`src/rtl/network_link_pipeline.sv`:
```
// network_link_pipeline: credit-safe pipelined NoC link.
// Flits pass through PipelineStages forward registers into per-VC receive
// FIFOs. A round-robin arbiter drains the FIFOs toward the receiver. Per-VC go
// toward the sender is regenerated from buffered plus in-flight occupancy, so
// the link never over-issues credits.
// Optional: define NETWORK_LINK_PIPELINE_ERR_EN to add a sticky link_error_o
// flag, set on any illegal input flit.
module network_link_pipeline #(
    parameter int NetworkFlitWidth               = 64,
    parameter int NetworkFlitTypeWidth           = 2,
    parameter int NetworkBroadcastWidth          = 1,
    parameter int NetworkVirtualChannelIdWidth   = 1,
    parameter int NetworkNumberOfVirtualChannels = 2,
    parameter int PipelineStages                 = 2,
    parameter int BufferDepth                    = 4,
    localparam int DW = NetworkFlitWidth + NetworkFlitTypeWidth +
                        NetworkBroadcastWidth + NetworkVirtualChannelIdWidth
) (
    input  logic                                      clk_network_i,
    input  logic                                      rst_network_i,
    input  logic                                      network_valid_i,
    input  logic [DW-1:0]                             network_data_i,
    output logic [NetworkNumberOfVirtualChannels-1:0] network_go_o,
    output logic                                      network_valid_o,
    output logic [DW-1:0]                             network_data_o,
    input  logic [NetworkNumberOfVirtualChannels-1:0] network_go_i
`ifdef NETWORK_LINK_PIPELINE_ERR_EN
    ,
    output logic                                      link_error_o
`endif
);

    localparam int NumVC = NetworkNumberOfVirtualChannels;
    localparam int VCW   = NetworkVirtualChannelIdWidth;
    localparam int CW    = $clog2(BufferDepth + 1);
    localparam int PW    = (BufferDepth > 1) ? $clog2(BufferDepth) : 1;
    localparam int RW    = (NumVC > 1) ? $clog2(NumVC) : 1;

    logic [VCW-1:0]            in_vc;
    logic [NumVC-1:0]          accept;
    logic                      illegal;

    logic [PipelineStages-1:0] pipe_valid;
    logic [DW-1:0]             pipe_data [PipelineStages];
    logic [VCW-1:0]            tail_vc;
    logic [NumVC-1:0]          deliver;

    logic [DW-1:0]             mem      [NumVC][BufferDepth];
    logic [PW-1:0]             wr_ptr   [NumVC];
    logic [PW-1:0]             rd_ptr   [NumVC];
    logic [CW-1:0]             count    [NumVC];
    logic [CW-1:0]             inflight [NumVC];
    logic [CW-1:0]             count_next    [NumVC];
    logic [CW-1:0]             inflight_next [NumVC];
    logic [NumVC-1:0]          go_next;

    logic [RW-1:0]             rr_ptr;
    logic [NumVC-1:0]          ready;
    logic [NumVC-1:0]          grant;
    logic                      grant_any;
    logic [RW-1:0]             grant_vc;
    logic [DW-1:0]             out_data;

    // Input legality: a flit is accepted only on an existing VC whose go is high
    always_comb begin
        in_vc  = network_data_i[DW-1 -: VCW];
        accept = '0;
        for (int unsigned v = 0; v < NumVC; v++) begin
            if (network_valid_i && (32'(in_vc) == v) && network_go_o[v]) begin
                accept[v] = 1'b1;
            end
        end
        illegal = network_valid_i && (accept == '0);
    end

    // Decode which VC buffer the pipe tail writes this cycle
    always_comb begin
        tail_vc = pipe_data[PipelineStages-1][DW-1 -: VCW];
        deliver = '0;
        for (int unsigned v = 0; v < NumVC; v++) begin
            deliver[v] = pipe_valid[PipelineStages-1] && (32'(tail_vc) == v);
        end
    end

    // Round-robin pick: first ready VC at or above rr_ptr, else first below it
    always_comb begin
        grant_any = 1'b0;
        grant_vc  = '0;
        for (int unsigned v = 0; v < NumVC; v++) begin
            ready[v] = (count[v] != '0) && network_go_i[v];
        end
        for (int unsigned v = 0; v < NumVC; v++) begin
            if (!grant_any && ready[v] && (v >= 32'(rr_ptr))) begin
                grant_any = 1'b1;
                grant_vc  = RW'(v);
            end
        end
        for (int unsigned v = 0; v < NumVC; v++) begin
            if (!grant_any && ready[v] && (v < 32'(rr_ptr))) begin
                grant_any = 1'b1;
                grant_vc  = RW'(v);
            end
        end
        grant    = '0;
        out_data = '0;
        for (int unsigned v = 0; v < NumVC; v++) begin
            if (grant_any && (32'(grant_vc) == v)) begin
                grant[v] = 1'b1;
                out_data = mem[v][rd_ptr[v]];
            end
        end
    end

    // Post-edge occupancy per VC; go reflects buffered plus in-flight flits
    always_comb begin
        for (int unsigned v = 0; v < NumVC; v++) begin
            count_next[v]    = count[v] + CW'(deliver[v]) - CW'(grant[v]);
            inflight_next[v] = inflight[v] + CW'(accept[v]) - CW'(deliver[v]);
            go_next[v]       = (32'(count_next[v]) + 32'(inflight_next[v])) < 32'(BufferDepth);
        end
    end

    // Forward pipe: stall-free shift register of {valid, data}
    always_ff @(posedge clk_network_i or posedge rst_network_i) begin
        if (rst_network_i) begin
            pipe_valid <= '0;
            for (int unsigned s = 0; s < PipelineStages; s++) begin
                pipe_data[s] <= '0;
            end
        end else begin
            pipe_valid[0] <= |accept;
            if (|accept) begin
                pipe_data[0] <= network_data_i;
            end
            for (int unsigned s = 1; s < PipelineStages; s++) begin
                pipe_valid[s] <= pipe_valid[s-1];
                pipe_data[s]  <= pipe_data[s-1];
            end
        end
    end

    // Buffer storage: written by the pipe tail, no reset needed
    always_ff @(posedge clk_network_i) begin
        for (int unsigned v = 0; v < NumVC; v++) begin
            if (deliver[v]) begin
                mem[v][wr_ptr[v]] <= pipe_data[PipelineStages-1];
            end
        end
    end

    // Per-VC pointers, counts, in-flight tracking and registered go
    always_ff @(posedge clk_network_i or posedge rst_network_i) begin
        if (rst_network_i) begin
            for (int unsigned v = 0; v < NumVC; v++) begin
                wr_ptr[v]   <= '0;
                rd_ptr[v]   <= '0;
                count[v]    <= '0;
                inflight[v] <= '0;
            end
            network_go_o <= '0;
        end else begin
            for (int unsigned v = 0; v < NumVC; v++) begin
                if (deliver[v]) begin
                    wr_ptr[v] <= (32'(wr_ptr[v]) == BufferDepth - 1) ? '0 : wr_ptr[v] + 1'b1;
                end
                if (grant[v]) begin
                    rd_ptr[v] <= (32'(rd_ptr[v]) == BufferDepth - 1) ? '0 : rd_ptr[v] + 1'b1;
                end
                count[v]    <= count_next[v];
                inflight[v] <= inflight_next[v];
            end
            network_go_o <= go_next;
        end
    end

    // Registered output stage and round-robin pointer
    always_ff @(posedge clk_network_i or posedge rst_network_i) begin
        if (rst_network_i) begin
            network_valid_o <= 1'b0;
            network_data_o  <= '0;
            rr_ptr          <= '0;
        end else begin
            network_valid_o <= grant_any;
            if (grant_any) begin
                network_data_o <= out_data;
                rr_ptr         <= (32'(grant_vc) == NumVC - 1) ? '0 : grant_vc + 1'b1;
            end
        end
    end

`ifdef NETWORK_LINK_PIPELINE_ERR_EN
    // Sticky protocol error flag
    always_ff @(posedge clk_network_i or posedge rst_network_i) begin
        if (rst_network_i) begin
            link_error_o <= 1'b0;
        end else if (illegal) begin
            link_error_o <= 1'b1;
        end
    end
`else
    logic unused_illegal;
    assign unused_illegal = illegal;
`endif

endmodule

```
`config.mk`:
```
export PLATFORM = sky130hd
export DESIGN_NAME = network_link_pipeline
export DESIGN_NICKNAME = d
export VERILOG_FILES = /design/src/rtl/network_link_pipeline.sv
export SDC_FILE = /design/constraint.sdc
export NUM_CORES = 1
export LEC_CHECK = 0
export CAP_MARGIN = 5
export CORE_ASPECT_RATIO = 0.5
export CORE_UTILIZATION = 60
export DETAILED_ROUTE_END_ITERATION = 7
export PLACE_DENSITY = 0.78
export SETUP_SLACK_MARGIN = 0.02
export SYNTH_ARGS = -nofsm -noshare
export SYNTH_HDL_FRONTEND = slang
export SYNTH_SLANG_ARGS = --single-unit
export TNS_END_PERCENT = 1
```
`constraint.sdc`:
```
create_clock -name clk_network_i -period 10.85 [get_ports clk_network_i]
set_input_delay 2.17 -clock clk_network_i [delete_from_list [all_inputs] [get_ports clk_network_i]]
set_output_delay 2.17 -clock clk_network_i [all_outputs]
set_load 0.05 [all_outputs]
```
Yosys cells after proc, flatten, opt, wreduce, memory -nomap -nowiden
Memories as Yosys holds them, arrays and structs flattened.
Index checks and enable logic that the tools add are counted.
W data, S select, Z words.
{"block": "op_classes", "addsub": 15, "mul": 0, "div": 0, "n_lt_le_gt_ge": 10, "n_eq_ne": 4, "shifts": 0, "mux": 33, "bitwise_logic": 7, "reduce_logical": 22}
{"op": "$mux W272", "count": 4}
{"op": "$mux W68", "count": 8}
{"op": "$bmux W68 S2", "count": 2}
{"op": "$demux W68 S2", "count": 2}
{"op": "$reduce_or A272 Y1", "count": 1}
{"op": "$logic_and A1 B1 Y1", "count": 16}
{"op": "$mux W1", "count": 13}
{"op": "$add A3 B1 Y3", "count": 4}
{"op": "$ge A3 B3 Y1 const B", "count": 4}
{"op": "$not A2 Y3", "count": 4}
{"op": "$sub A3 B1 Y3", "count": 4}
{"op": "$add A2 B1 Y2 const B", "count": 4}
{"op": "$add A3 B3 Y4", "count": 2}
{"op": "$eq A2 B2 Y1 const B", "count": 4}
{"op": "$lt A4 B3 Y1 const B", "count": 2}
{"op": "$mux W2", "count": 4}
{"op": "$lt A3 B1 Y1 const B", "count": 2}
{"op": "$reduce_bool A3 Y1", "count": 2}
{"op": "$not A1 Y1", "count": 3}
{"op": "$logic_not A1 Y1", "count": 2}
{"op": "$reduce_or A2 Y1", "count": 1}
{"op": "$add A1 B1 Y1 const B", "count": 1}
{"op": "$ge A1 B1 Y1 const A", "count": 1}
{"op": "$lt A1 B1 Y1 const A", "count": 1}
{"block": "totals", "register_bits": 230, "latchBits": 0, "mem_bits_rw": 544, "rom_bits": 0, "inputBits": 73, "out_inout_bits": 71, "elab_cells": 107, "memories": 1}
{"memory": "mem", "words": 2, "word_bits": 272, "rd": 2, "rd_clocked_by_memory_dff": 0, "write_ports": 1, "line_no": "48", "text": "logic [DW-1:0] mem [NumVC][BufferDepth];"}

Depth between registers and ports, before layout
Gate-level depths: netlist of run 1.
{"block": "depth", "depth_word": 17, "depth_mapped": 13, "mapped_depth_nobuf": 11}

Least setup slack after synthesis of run 1
Ideal clock, no wire load.
{"block": "synth_timing", "kind": "in2reg", "startpoint": "input port network_go_i[0]", "endpoint": "register network_go_o[1]", "arrival_ns": 4.405, "required_ns": 10.749, "path_slack_ns": 6.344, "path_stages": 13, "path_buffers": 2, "path_cell_list": "o31a_1 -> buf_6 -> a21oi_4 -> buf_2 -> ha_1 -> inv_1 -> ha_1 -> inv_1 -> fa_1 -> xnor2_1 -> xnor2_1 -> ha_1 -> nor4_1"}
{"element": "start, declared", "line_no": "26", "text": "input logic [NetworkNumberOfVirtualChannels-1:0] network_go_i"}
{"element": "end signal, assigned", "line_no": "172", "text": "network_go_o <= go_next;"}
{"element": "end, declared", "line_no": "23", "text": "output logic [NetworkNumberOfVirtualChannels-1:0] network_go_o,"}

Worst setup path after layout of run 1
{"block": "layout_timing", "startpoint": "input port network_go_i[0]", "endpoint": "register network_data_o[57]"}
{"block": "layout_between", "elab_chain_len": 14}
{"element": "$logic_and A1 B1 Y1 (*)", "line_no": "90", "text": "ready[v] = (count[v] != '0) && network_go_i[v];"}
{"element": "$logic_and A1 B1 Y1", "line_no": "93", "text": "if (!grant_any && ready[v] && (v >= 32'(rr_ptr))) begin"}
{"element": "$mux W1", "line_no": "93"}
{"element": "$logic_not A1 Y1", "line_no": "93"}
{"element": "$logic_and A1 B1 Y1", "line_no": "93"}
{"element": "$mux W1", "line_no": "93"}
{"element": "$logic_not A1 Y1", "line_no": "99", "text": "if (!grant_any && ready[v] && (v < 32'(rr_ptr))) begin"}
{"element": "$logic_and A1 B1 Y1 (2 in series)", "line_no": "99"}
{"element": "$mux W1", "line_no": "99"}
{"element": "$not A1 Y1", "line_no": "107", "text": "if (grant_any && (32'(grant_vc) == v)) begin"}
{"element": "$logic_and A1 B1 Y1", "line_no": "107"}
{"element": "$mux W68 (2 in series)", "line_no": "107"}
{"element": "end signal, assigned", "line_no": "185", "text": "network_data_o <= out_data;"}
{"element": "end, declared", "line_no": "25", "text": "output logic [DW-1:0] network_data_o,"}
Mark *: on every way between the ends. The rest lies on a longest branch, timed or not.
A chain may end at the register's enable or synchronous reset.

==> results of run 1 <==
[logic make-up after synthesis]
family,after synthesis,synth area share
AOI/OAI and AO/OA,148,0.0508
muxes,208,0.141
adders and majority gates,26,0.0124
xor gates and xnor gates,8,0.00244
DFF,774,0.769
and+or+nand+nor,28,0.00536
buffers and inverters,101,0.0197
[power by group]
group          switching (mW)  internal [mW]  leakage (nW)
logic                    1.32           1.12          3.37
clock network           0.987           1.18         0.942
registers               0.675           4.06          7.66
[how the worst min path moves through the flow]
stage / from / end / slack, ns / cells after the start
after global placement: pipe_valid[0] / pipe_valid[1] / 0.34 / 0
after floorplan: pipe_valid[0] / pipe_valid[1] / 0.33 / 0
after global routing: pipe_valid[0] / pipe_valid[1] / 0.37 / 0
after detailed placement: pipe_valid[0] / pipe_valid[1] / 0.35 / 0
after CTS: pipe_valid[0] / pipe_valid[1] / 0.37 / 0
final: pipe_valid[0] / pipe_valid[1] / 0.37 / 0
[layout by cell type (no fill, tap or decap), drive strengths merged]
cell | netlist | layout
mux4 | 136 | 136
xnor2 | 5 | 5
o31a | 2 | 2
nor2b | 1 | 1
bufinv | 0 | 3
o21ai | 6 | 6
inv | 25 | 24
dfrtp | 230 | 230
buf | 45 | 19
nand3 | 1 | 1
or3 | 1 | 1
ha | 22 | 22
and2 | 4 | 4
and3 | 7 | 7
edfxtp | 544 | 544
nand2 | 6 | 6
xor2 | 3 | 3
nor2 | 5 | 5
mux2 | 72 | 72
clkinv | 0 | 19
fa | 4 | 4
o211a | 68 | 68
clkdlybuf4s50 | 0 | 143
a221o | 68 | 68
clkbuf | 31 | 93
o31ai | 2 | 2
clkinvlp | 0 | 1
nand2b | 1 | 1
nor4 | 2 | 2
a21oi | 2 | 2
[through the flow]
step | hold slack, ns | util | area (um^2)
after global routing | 0.371 | 0.693 | 32600
after detailed placement | 0.346 | 0.652 | 30700
final | 0.366 | 0.693 | 32600
after CTS | 0.369 | 0.693 | 32600
after floorplan | 0.331 | - | 28700
after global placement | 0.337 | 0.652 | 30700
[layout make-up]
type | instances | area [um^2]
clock buffers | 93 | 1740
clock inverters | 22 | 194
fillers | 2756 | 14500
inverters | 25 | 103
multi-input cells | 418 | 6120
flip-flops and latches | 774 | 22100
well taps | 638 | 798
repair buffers | 162 | 1570
[sequential cells by signal, summed over array words and instances (netlist names), 2 cells and up]
register / flops
mem: 544
pipe_data: 136
network_data_o: 68
pipe_valid: 2
rd_ptr: 4
wr_ptr: 4
inflight: 6
count: 6
network_go_o: 2
[layer usage]
layer	track usage	share of wire	vias to the layer above
met3	0.0386	0.079	97
met1	0.337	0.39	7150
met2	0.413	0.51	640
li1	-	-	5637
met5	0	0	-
met4	0.0622	0.020	0
[worst max-delay path, delay by kind of cell]
family | cells | cell delay (ns)
buffers and inverters | 3 | 1.84
AO/OA/AOI/OAI | 2 | 0.69
AND/OR/NAND/NOR | 1 | 0.20
==> impl_metrics.toml, run 1 <==
[outcome]
run_status = "finished, final reports clean"

[floorplanning]
coreArea_um2 = 47100
die_x_um = 312
die_h_um = 157
rows = 56
die_area_um2 = 48800
io_pins = 144
start_util = 0.610

[logic_synthesis]
postSynthAreaPerCell_um2 = 22.2
ys_seq_elements = 774
synth_edf_count = 544
yosys.area.top_type_share = 0.568
syn_inst = 1293
synthMostInstantiatedCell = "edfxtp_1"
synth_common_cells = "544 x edfxtp_1, 230 x dfrtp_1, 91 x mux4_2, 71 x mux2_2"
yosys.area.top_type = "edfxtp_1"
synthFlopType = "edfxtp_1"
ys_warn_count = 0
synth_seq_area_share = 0.769
synthesis.area_um2 = 28700
synth_fp_nets = 1392
yosys-top-cells-area = "edfxtp_1 57%, dfrtp_1 20%, mux4_2 7.1%"
synth.distinct_cells = 35
async_reset_ff_frac = 0.297

[timing]
hold_viol = 0
period_minus_slack_ns = 4.46
worst_pin_slew_ns = 1.23
slew_headroom = 0.179
drv_slew = 0
setup_slack_ns = 6.39
fin_skew_ns = 0.0219
clock.fmax_mhz = 224
rsz0062_at_grt = "no"
period_share = 0.411
fin_setup_tns_ns = 0
setup_violations = 0

[clocking]
h-tree-depth = 2
clockBufferDepth = 3
cts_tree = "yes"
cts_made_buffers = 61
path_clk_slew_ns = 0.07
cts_setup_buffers = 0
root_buffer = "clkbuf_16"
hold_buffers = 0
worstSkewPairLatency_ns = 0.61
cts_resized = 0
cts_sinks = 774

[route]
drc = 0
first_pass_iters = 5
viasPerCell = 6.34
wl_per_cell_um = 27.1
dr.first_iter.drc_count = 1266
drtAntennaViolNets = 0
wl_um = 57700
vias = 13500

[power]
p_per_area_nw_per_um2 = 286
total_power_mw = 9.34
total_leakage_power_nw = 12.0
peakVddDrop_v = 0.000180

[worst_setup_path]
ff2ff_path_depth = 8
critPathMaxFanout = 70
timing.critical_path.mode_cell = "buf_4"
cp-startpoint = "network_go_i[0]"
cpPeakStageDelay_ns = 0.84
endpoint = "network_data_o[57]"
rr_endpoint = "network_go_o[0]"
cp_cell_sequence = "clkdlybuf4s50_1 > o31a_2 > buf_4 > nor2_4 > buf_4 > a221o_1"
worst-r2r-setup-slack_ns = 7.82
crit_arrival_ns = 4.95
crit_path_end_kind = "flip-flop"
startpoint_type = "input pin"
path_class = "in -> reg"
required_ns = 11.34
slowest_stage = "buf_4"
r2r-start = "pipe_data[67]"

[place]
dp.cells = 2017
dp_hpwl_um = 29300
post-place-ws_ns = 5.82
io_buffer_count = 143
gp_congestion = 0.730

[global_routing]
grt_max_degree = 106
grt_pass1_wl_um = 87800
antenna_found_initial = 0
grt.total_usage = 0.243
grt_pass1_vias = 14400
overflow = 0

[cells_and_area]
area_growth_pct = 13.6
diodes = 0
finalNetCount = 1541
finalNonFillerCells = 2132
drive_gt1_frac = 0.190

[min_path]
hp-class = "reg -> reg"

[flow_run]
maxCapViolations = 0
Power figures use the tool's default switching activity.
==> inputs of run 2 (changes only) <==
--- a/config.mk
+++ b/config.mk
@@ -7,9 +7,9 @@
 export LEC_CHECK = 0
 export CAP_MARGIN = 5
 export CORE_ASPECT_RATIO = 0.5
-export CORE_UTILIZATION = 60
+export CORE_UTILIZATION = 54
 export DETAILED_ROUTE_END_ITERATION = 7
-export PLACE_DENSITY = 0.78
+export PLACE_DENSITY = 0.74
 export SETUP_SLACK_MARGIN = 0.02
 export SYNTH_ARGS = -nofsm -noshare
 export SYNTH_HDL_FRONTEND = slang
==> constraint.sdc (replaced) <==
create_clock -name clk_network_i -period 4.1 [get_ports clk_network_i]
set_input_delay 0.82 -clock clk_network_i [delete_from_list [all_inputs] [get_ports clk_network_i]]
set_output_delay 0.82 -clock clk_network_i [all_outputs]
set_load 0.05 [all_outputs]
==> run 2 against run 1 <==
The flow now finishes with violations (DRC). Global-route usage decreased by 1.4 points. Cell count increased by 4.0%. Setup slack got worse by 5.4 ns. Design area increased by 1.8%. Core utilization decreased by 5.8 points. Register-to-register slack got worse by 6.7 ns. Critical path depth increased by 5. Clock skew about the same. Hold slack improved by 0.00061 ns. First-iteration DRC count increased by 4.5%. Combinational power increased to 2.7 times the previous value. Clock power increased to 2.9 times the previous value.
==> impl_metrics.toml, run 2 (same netlist as run 1, synthesis figures left out) <==
[floorplanning]
start_util = 0.550
die_h_um = 165
io_pins = 144
coreArea_um2 = 52300
die_area_um2 = 54200
rows = 59
die_x_um = 328

[cells_and_area]
fin_util = 0.635
drive_gt1_frac = 0.205
largest_reg_flops = 544
n_fill_cell = 3334
area_growth_pct = 15.5
mostFrequentLayoutCell = "edfxtp_1"
finalNetCount = 1562
mostFrequentLayoutCells = "544 x edfxtp_1, 226 x dfrtp_1, 143 x clkdlybuf4s50_1"
multi_input_area_um2 = 6120
diodes = 0
seq_area_um2 = 22100

[clocking]
cts_resized = 0
h-tree-depth = 3
path_clk_slew_ns = 0.06
worstSkewPairLatency_ns = 0.58
root_buffer = "clkbuf_16"
cts_tree = "yes"
clockBufferDepth = 3
cts_made_buffers = 68
cts_sinks = 774
cts_setup_buffers = 0
hold_buffers = 0

[global_routing]
grt_pass1_vias = 15000
antenna_found_initial = 1
grt_max_degree = 71
overflow = 0
grt.total_usage = 0.229
grt_pass1_wl_um = 91300

[timing]
drv_slew = 0
setup_slack_ns = 0.940
hold_viol = 0
fin_skew_ns = 0.0219
setup_violations = 0
worst_pin_slew_ns = 1.15
slew_headroom = 0.231
period_minus_slack_ns = 3.16
clock.fmax_mhz = 316
fin_setup_tns_ns = 0
rsz0062_at_grt = "no"
hold_ws_ns = 0.366
period_share = 0.771

[min_path]
hp-class = "reg -> reg"
hold_path_end = "pipe_data[57]"
whs_path_depth = 0
worstHoldStart = "pipe_data[125]"

[worst_setup_path]
cp_cell_sequence = "clkdlybuf4s50_1 > o31a_1 > a21oi_1 > ha_1 > inv_1 > ha_1 > fa_1 > xor2_1 > xnor2_1 > ha_1 > nor4_1"
worst-r2r-setup-slack_ns = 1.08
path_class = "in -> reg"
crit_path_end_kind = "flip-flop"
startpoint_type = "input pin"
rr_endpoint = "network_go_o[0]"
critPathBufInv = 2
ff2ff_path_depth = 10
slowest_stage = "clkdlybuf4s50_1"
timing.critical_path.mode_cell = "ha_1"
r2r-start = "count[1]"
crit_family = "adder cells"
crit_arrival_ns = 3.64
required_ns = 4.58
critPathMaxFanout = 3
cpPeakStageDelay_ns = 0.54

[route]
wl_per_cell_um = 27.3
dr.first_iter.drc_count = 1323
first_pass_iters = 7
drtAntennaViolNets = 0
vias = 13800
wl_um = 60600
viasPerCell = 6.23
drc = 2

[outcome]
violations = "DRC"
run_status = "finished, violations left"

[flow_run]
maxCapViolations = 0

[power]
peakVddDrop_v = 0.000380
p_per_area_nw_per_um2 = 765
total_leakage_power_nw = 12.2
total_power_mw = 25.4

[place]
gp_congestion = 0.739
io_buffer_count = 143
post-place-ws_ns = 0.409
dp_hpwl_um = 32200
[run 2: worst max path at each step]
stage / from / cells after the start / slack (ns) / end
2_1_floorplan: rst_network_i / 1 / 0.27 / count[0]
3_3_place_gp: network_go_i[1] / 11 / 0.50 / network_go_o[0]
3_5_place_dp: network_go_i[1] / 11 / 0.41 / network_go_o[0]
4_1_cts: network_go_i[1] / 11 / 0.94 / network_go_o[0]
5_1_grt: network_go_i[1] / 11 / 0.81 / network_go_o[0]
6_report: network_go_i[1] / 11 / 0.94 / network_go_o[0]
[run 2: worst register-to-register path, delay by kind of cell (launching register included)]
kind | cells | cell delay, ns
AO/OA/AOI/OAI | 2 | 0.73
XOR/XNOR | 2 | 0.40
adder cells (fa/ha/maj) | 4 | 1.02
buffers and inverters | 1 | 0.04
flip-flops | 1 | 0.46
AND/OR/NAND/NOR | 1 | 0.26
[run 2: area by class of cell]
| cell class | count | area share |
|---|---|---|
| tap | 701 | 0.0264 |
| clock inverter | 19 | 0.00437 |
| clock buffer | 104 | 0.0615 |
| timing repair buffer | 176 | 0.0547 |
| inverter | 25 | 0.00294 |
| multi-input combinational | 418 | 0.184 |
| sequential | 774 | 0.666 |
[run 2: where the power goes]
group          internal (mW)  leakage, nW  switching [mW]
Clock                   3.57         1.08            2.68
Combinational           3.04         3.48            3.64
Sequential              10.8         7.66            1.70
Total                   17.4         12.2            8.02
[run 2: metal layers]
metal | up-vias | part of all wire | global-route usage
li1 | 5693 | - | -
met1 | 7468 | 0.40 | 0.307
met2 | 560 | 0.52 | 0.394
met3 | 92 | 0.066 | 0.0399
met4 | 2 | 0.022 | 0.0649
met5 | - | 0.00021 | 0
[run 2: per-stage QoR]
| step | std cells | area (um^2) |
|---|---|---|
| global route | 2217 | 33200 |
| CTS | 2217 | 33200 |
| global placement | 2094 | 31000 |
| detailed placement | 2094 | 31000 |
| finish | 2217 | 33200 |
| floorplan | 1293 | 28700 |
==> RTL change 1 (flow settings as in run 1) <==
Change the parameter `NetworkNumberOfVirtualChannels` from 2 to 8.
--- a/src/rtl/network_link_pipeline.sv
+++ b/src/rtl/network_link_pipeline.sv
@@ -10,7 +10,7 @@
     parameter int NetworkFlitTypeWidth           = 2,
     parameter int NetworkBroadcastWidth          = 1,
     parameter int NetworkVirtualChannelIdWidth   = 1,
-    parameter int NetworkNumberOfVirtualChannels = 2,
+    parameter int NetworkNumberOfVirtualChannels = 8,
     parameter int PipelineStages                 = 2,
     parameter int BufferDepth                    = 4,
     localparam int DW = NetworkFlitWidth + NetworkFlitTypeWidth +
Ports: changed (resized network_go_i and network_go_o); port bits go from 144 to 156. The function was not compared with the original's and may differ.
==> RTL change 1 against run 1 <==
- critical path depth grew 14
- die area grew 4.8%
- the run now ends with design-rule violations left
- final area grew 5.7%
- setup slack lost 2.5 ns
- critical endpoint is now network_go_o[0]
- sequential share of layout area shrank 1.8 points
- cell count grew 15%
- first-iteration DRC count grew 42%
- sequential cell count grew 26
- power grew 2.3%
- area after synthesis grew 4.9%
- via count grew 15%
- wire length grew 13%
- clock power grew 11%
==> RTL change 1: results (changes against run 1) <==
DRT Pass-1 Iters 8 (+3); number of port buffers 155 (+8.4%); R2R depth 19 (+11); slowest cell delay on critical path 0.86 ns (+0.02 ns); Sw Pwr 3070 uW (+3.1%); TritonCTS Buffers 67 (+9.8%); hpwl dp 32200 um (+10%); async set-or-reset flop fraction in the synthesized netlist 0.320 (+0.0228); synth top area cells edfxtp_1 54%, dfrtp_1 21%, mux4_2 10%; LEAKAGE 0.0121 uW (+1.2%); status finished with violations; Total Routing Usage GR 0.262 (+0.0192); violated checks design-rule violations; Routed WL 65200 um (+13%); Hold Slack 0.356 ns (-0.0101 ns); layout cells sized above 1 0.194 (+0.00424); cell count after placement 2326 (+15%); Nets 1867 (+21%); Slew @ Worst Pin 1.20 ns (-0.0301 ns); H-tree lvl count 3 (+1); count of cell types in the netlist 52 (+49%); # DRC 1 (+1); vias in the first global route 16.5k (+14%); RR Startpoint rr_ptr[2]; Worst Skew 0.0281 ns (+0.00620 ns); FILL cells 2875 (+4.3%); vias 15.5k (+15%); GPL Wtd Cong 0.836 (+14%); setup slack after placement 3.27 ns (-2.55 ns); placed instance area 0.0324 mm2 (+5.4%)
RTL change 1: cell count changes after synthesis, moves of 7 or more:
cell / delta
nor2_1: +7
o211ai_1: +136
clkbuf_1: +27
inv_1: +36
o211a_1: -68
ha_1: +16
nand2_1: +146
mux4_1: -45
dfrtp_1: +26
mux4_2: +45
a221o_1: -67
buf_6: -11
xor2_1: +7
RTL change 1: cell type report:
cell class | count | area, um2 | share of cell area
well taps | 649 | 812 | 0.0235
multi-input cells | 641 | 6830 | 0.198
clock inverters | 31 | 267 | 0.00772
repair buffers | 176 | 1720 | 0.0499
clock buffers | 93 | 1890 | 0.0547
flip-flops and latches | 800 | 22800 | 0.660
inverters | 60 | 233 | 0.00674
RTL change 1: power groups by stage:
stage               Sequential (uW)  Clock, uW  Combinational, uW
CTS                            4740       2410               2430
global route                   4820       2530               2600
detailed placement             4800          0               2410
finish                         4750       2390               2420
floorplan                      4700          0               1640
global placement               4720          0               2330
RTL change 1: critical path: cells and delay by family:
kind	cells	cell delay, ns
adder cells (fa/ha/maj)	5	1.34
XOR/XNOR	2	0.36
buffers and inverters	5	1.72
AO/OA/AOI/OAI	3	0.59
AND/OR/NAND/NOR	5	1.28
RTL change 1: kinds of logic after synthesis:
logic type | after synthesis | share of synthesized area
and+or+nand+nor | 199 | 0.0284
muxes | 208 | 0.129
AOI/OAI and AO/OA | 178 | 0.0452
xor gates and xnor gates | 14 | 0.00407
adders and majority gates | 42 | 0.0184
DFF | 800 | 0.755
buffers and inverters | 146 | 0.0208
RTL change 1: layer usage:
metal  share of wire  GRT usage  vias up
met5               0          0        -
met1            0.39      0.360     8144
met4           0.027     0.0815        0
li1                -          -     6492
met3           0.075     0.0397      142
met2            0.51      0.444      754
==> RTL change 2 (settings of run 1) <==
Without the edit above. Remove the register `network_valid_o`: a continuous assignment takes its place, so the output `network_valid_o` follows one clock earlier.
--- a/src/rtl/network_link_pipeline.sv
+++ b/src/rtl/network_link_pipeline.sv
@@ -176,17 +176,17 @@
     // Registered output stage and round-robin pointer
     always_ff @(posedge clk_network_i or posedge rst_network_i) begin
         if (rst_network_i) begin
-            network_valid_o <= 1'b0;
             network_data_o  <= '0;
             rr_ptr          <= '0;
         end else begin
-            network_valid_o <= grant_any;
             if (grant_any) begin
                 network_data_o <= out_data;
                 rr_ptr         <= (32'(grant_vc) == NumVC - 1) ? '0 : grant_vc + 1'b1;
             end
         end
     end
+
+    assign network_valid_o = grant_any;
 
 `ifdef NETWORK_LINK_PIPELINE_ERR_EN
     // Sticky protocol error flag
Behaviour: not the same (a bounded check fails within 10 cycles, from zero or initial values and one cycle with rst_network_i high).
==> RTL change 2 against run 1 <==
- area after synthesis about the same
- final area increased by 0.55%
- wire length is 2.5% higher
- power is 1.9% higher
- sequential cell count down 1
- hold slack got worse by 0.0098 ns
- fmax shrank 39%
- setup slack worse by 2.8 ns
- via count up 0.35%
==> RTL change 2: results (changes against run 1) <==
status complete, no violations; Post-CTS Setup Bufs 0 (unchanged); async set-or-reset flop fraction in the synthesized netlist 0.296 (-0.000909); WHS Endpoint pipe_valid[1]; first-pass GRT wire length 88200 um (+0.50%); Hold Slack 0.356 ns (-0.00979 ns); setup slack after placement 3.57 ns (-2.24 ns); Routed WL per cell 27.7 um (+2.1%); slowest cell delay on critical path 0.89 ns (+0.05 ns); critical path peak fanout 71 (+1.4%); syn_nets 1391 (-0.072%); # resized after CTS 0 (unchanged); critical path arrival 5.12 ns (+0.17 ns); vias per cell 6.34 (about the same); TritonCTS Buffers 67 (+9.8%); Total Routing Usage GR 0.246 (+0.00306); post-synthesis mux area share 0.141 (about the same); CTS Buffer Depth 3 (unchanged); CTS clock-pin slew for the worst setup and hold paths 0.06 ns; reg-to-reg setup timing slack 7.19 ns (-0.63 ns); synth top area cells edfxtp_1 57%, dfrtp_1 20%, mux4_2 7.1%; Hold Path Class flop to flop; Synth Area in Compound Gates 0.0508 (about the same); top cells by count, synth 544 x edfxtp_1, 229 x dfrtp_1, 91 x mux4_2, 71 x mux2_2; Slew headroom 0.225 (+0.0454); LEAKAGE 0.0121 uW (+0.76%); placed instance area 0.0307 mm2 (about the same); Nets 1547 (+0.39%); min Tclk post-route 7.29 ns (+2.83 ns); DRT Pass-1 Iters 7 (+2); vias in the first global route 14.6k (+1.2%); Reg-to-Reg End network_go_o[1]; fin cells 2140 (+0.38%); R2R depth 12 (+4); Finished Cell Area 0.0328 mm2 (+0.55%); max reg flops 544 (unchanged); RR Startpoint count[1]; crit path to network_valid_o; hpwl dp 28600 um (-2.6%); largest net degree at the start of global routing 105 (-0.94%); Peak VDD IR 0.000206 V (+14%); Worst Skew 0.0182 ns (-0.00372 ns); H-tree lvl count 3 (+1); register area share after synthesis 0.769 (about the same); Synth warnings 0 (unchanged); drt initial violations 1283 (+1.3%); Worst-Skew Late Latency 0.60 ns; Synth Area in Adders 0.0124 (about the same); layout cells sized above 1 0.197 (+0.00698); Top delay family on crit path buffers and inverters; Mean Syn Cell Area 22.2 um2 (about the same); GPL Wtd Cong 0.731 (about the same); number of synthesized flops with an enable pin 544 (unchanged); Synth Area in XOR/XNOR 0.00244 (about the same); FILL cells 2679 (-2.8%)
[RTL change 2: metal layers]
layer,up-vias,GRT usage,wire length [um]
met2,609,0.428,30800
met1,7222,0.325,23100
met4,0,0.0664,1180
li1,5644,-,-
met3,96,0.0457,4050
met5,-,0,0
[RTL change 2: where the power goes]
group / internal, uW / total, uW / leakage [uW] / switching (uW)
Sequential: 4060 / 4690 / 0.00765 / 628
Combinational: 1120 / 2500 / 0.00338 / 1380
Clock: 1290 / 2330 / 0.00104 / 1040
Total: 6470 / 9520 / 0.0121 / 3050
[RTL change 2: layout make-up]
cell class	instances	area share
Clock buffer	91	0.0570
Clock inverter	32	0.00789
Inverter	25	0.00313
Multi-Input combinational cell	418	0.187
Sequential cell	773	0.673
Tap cell	638	0.0243
Timing Repair Buffer	163	0.0482
[RTL change 2: worst reg2reg max path: cells and delay by family (launching register included)]
kind	cells	cell delay [ns]
xor+xnor	2	0.42
flops	1	0.48
compound gates	2	0.27
fa+ha+maj	4	1.15
simple gates	1	0.26
buf+inv	3	0.98
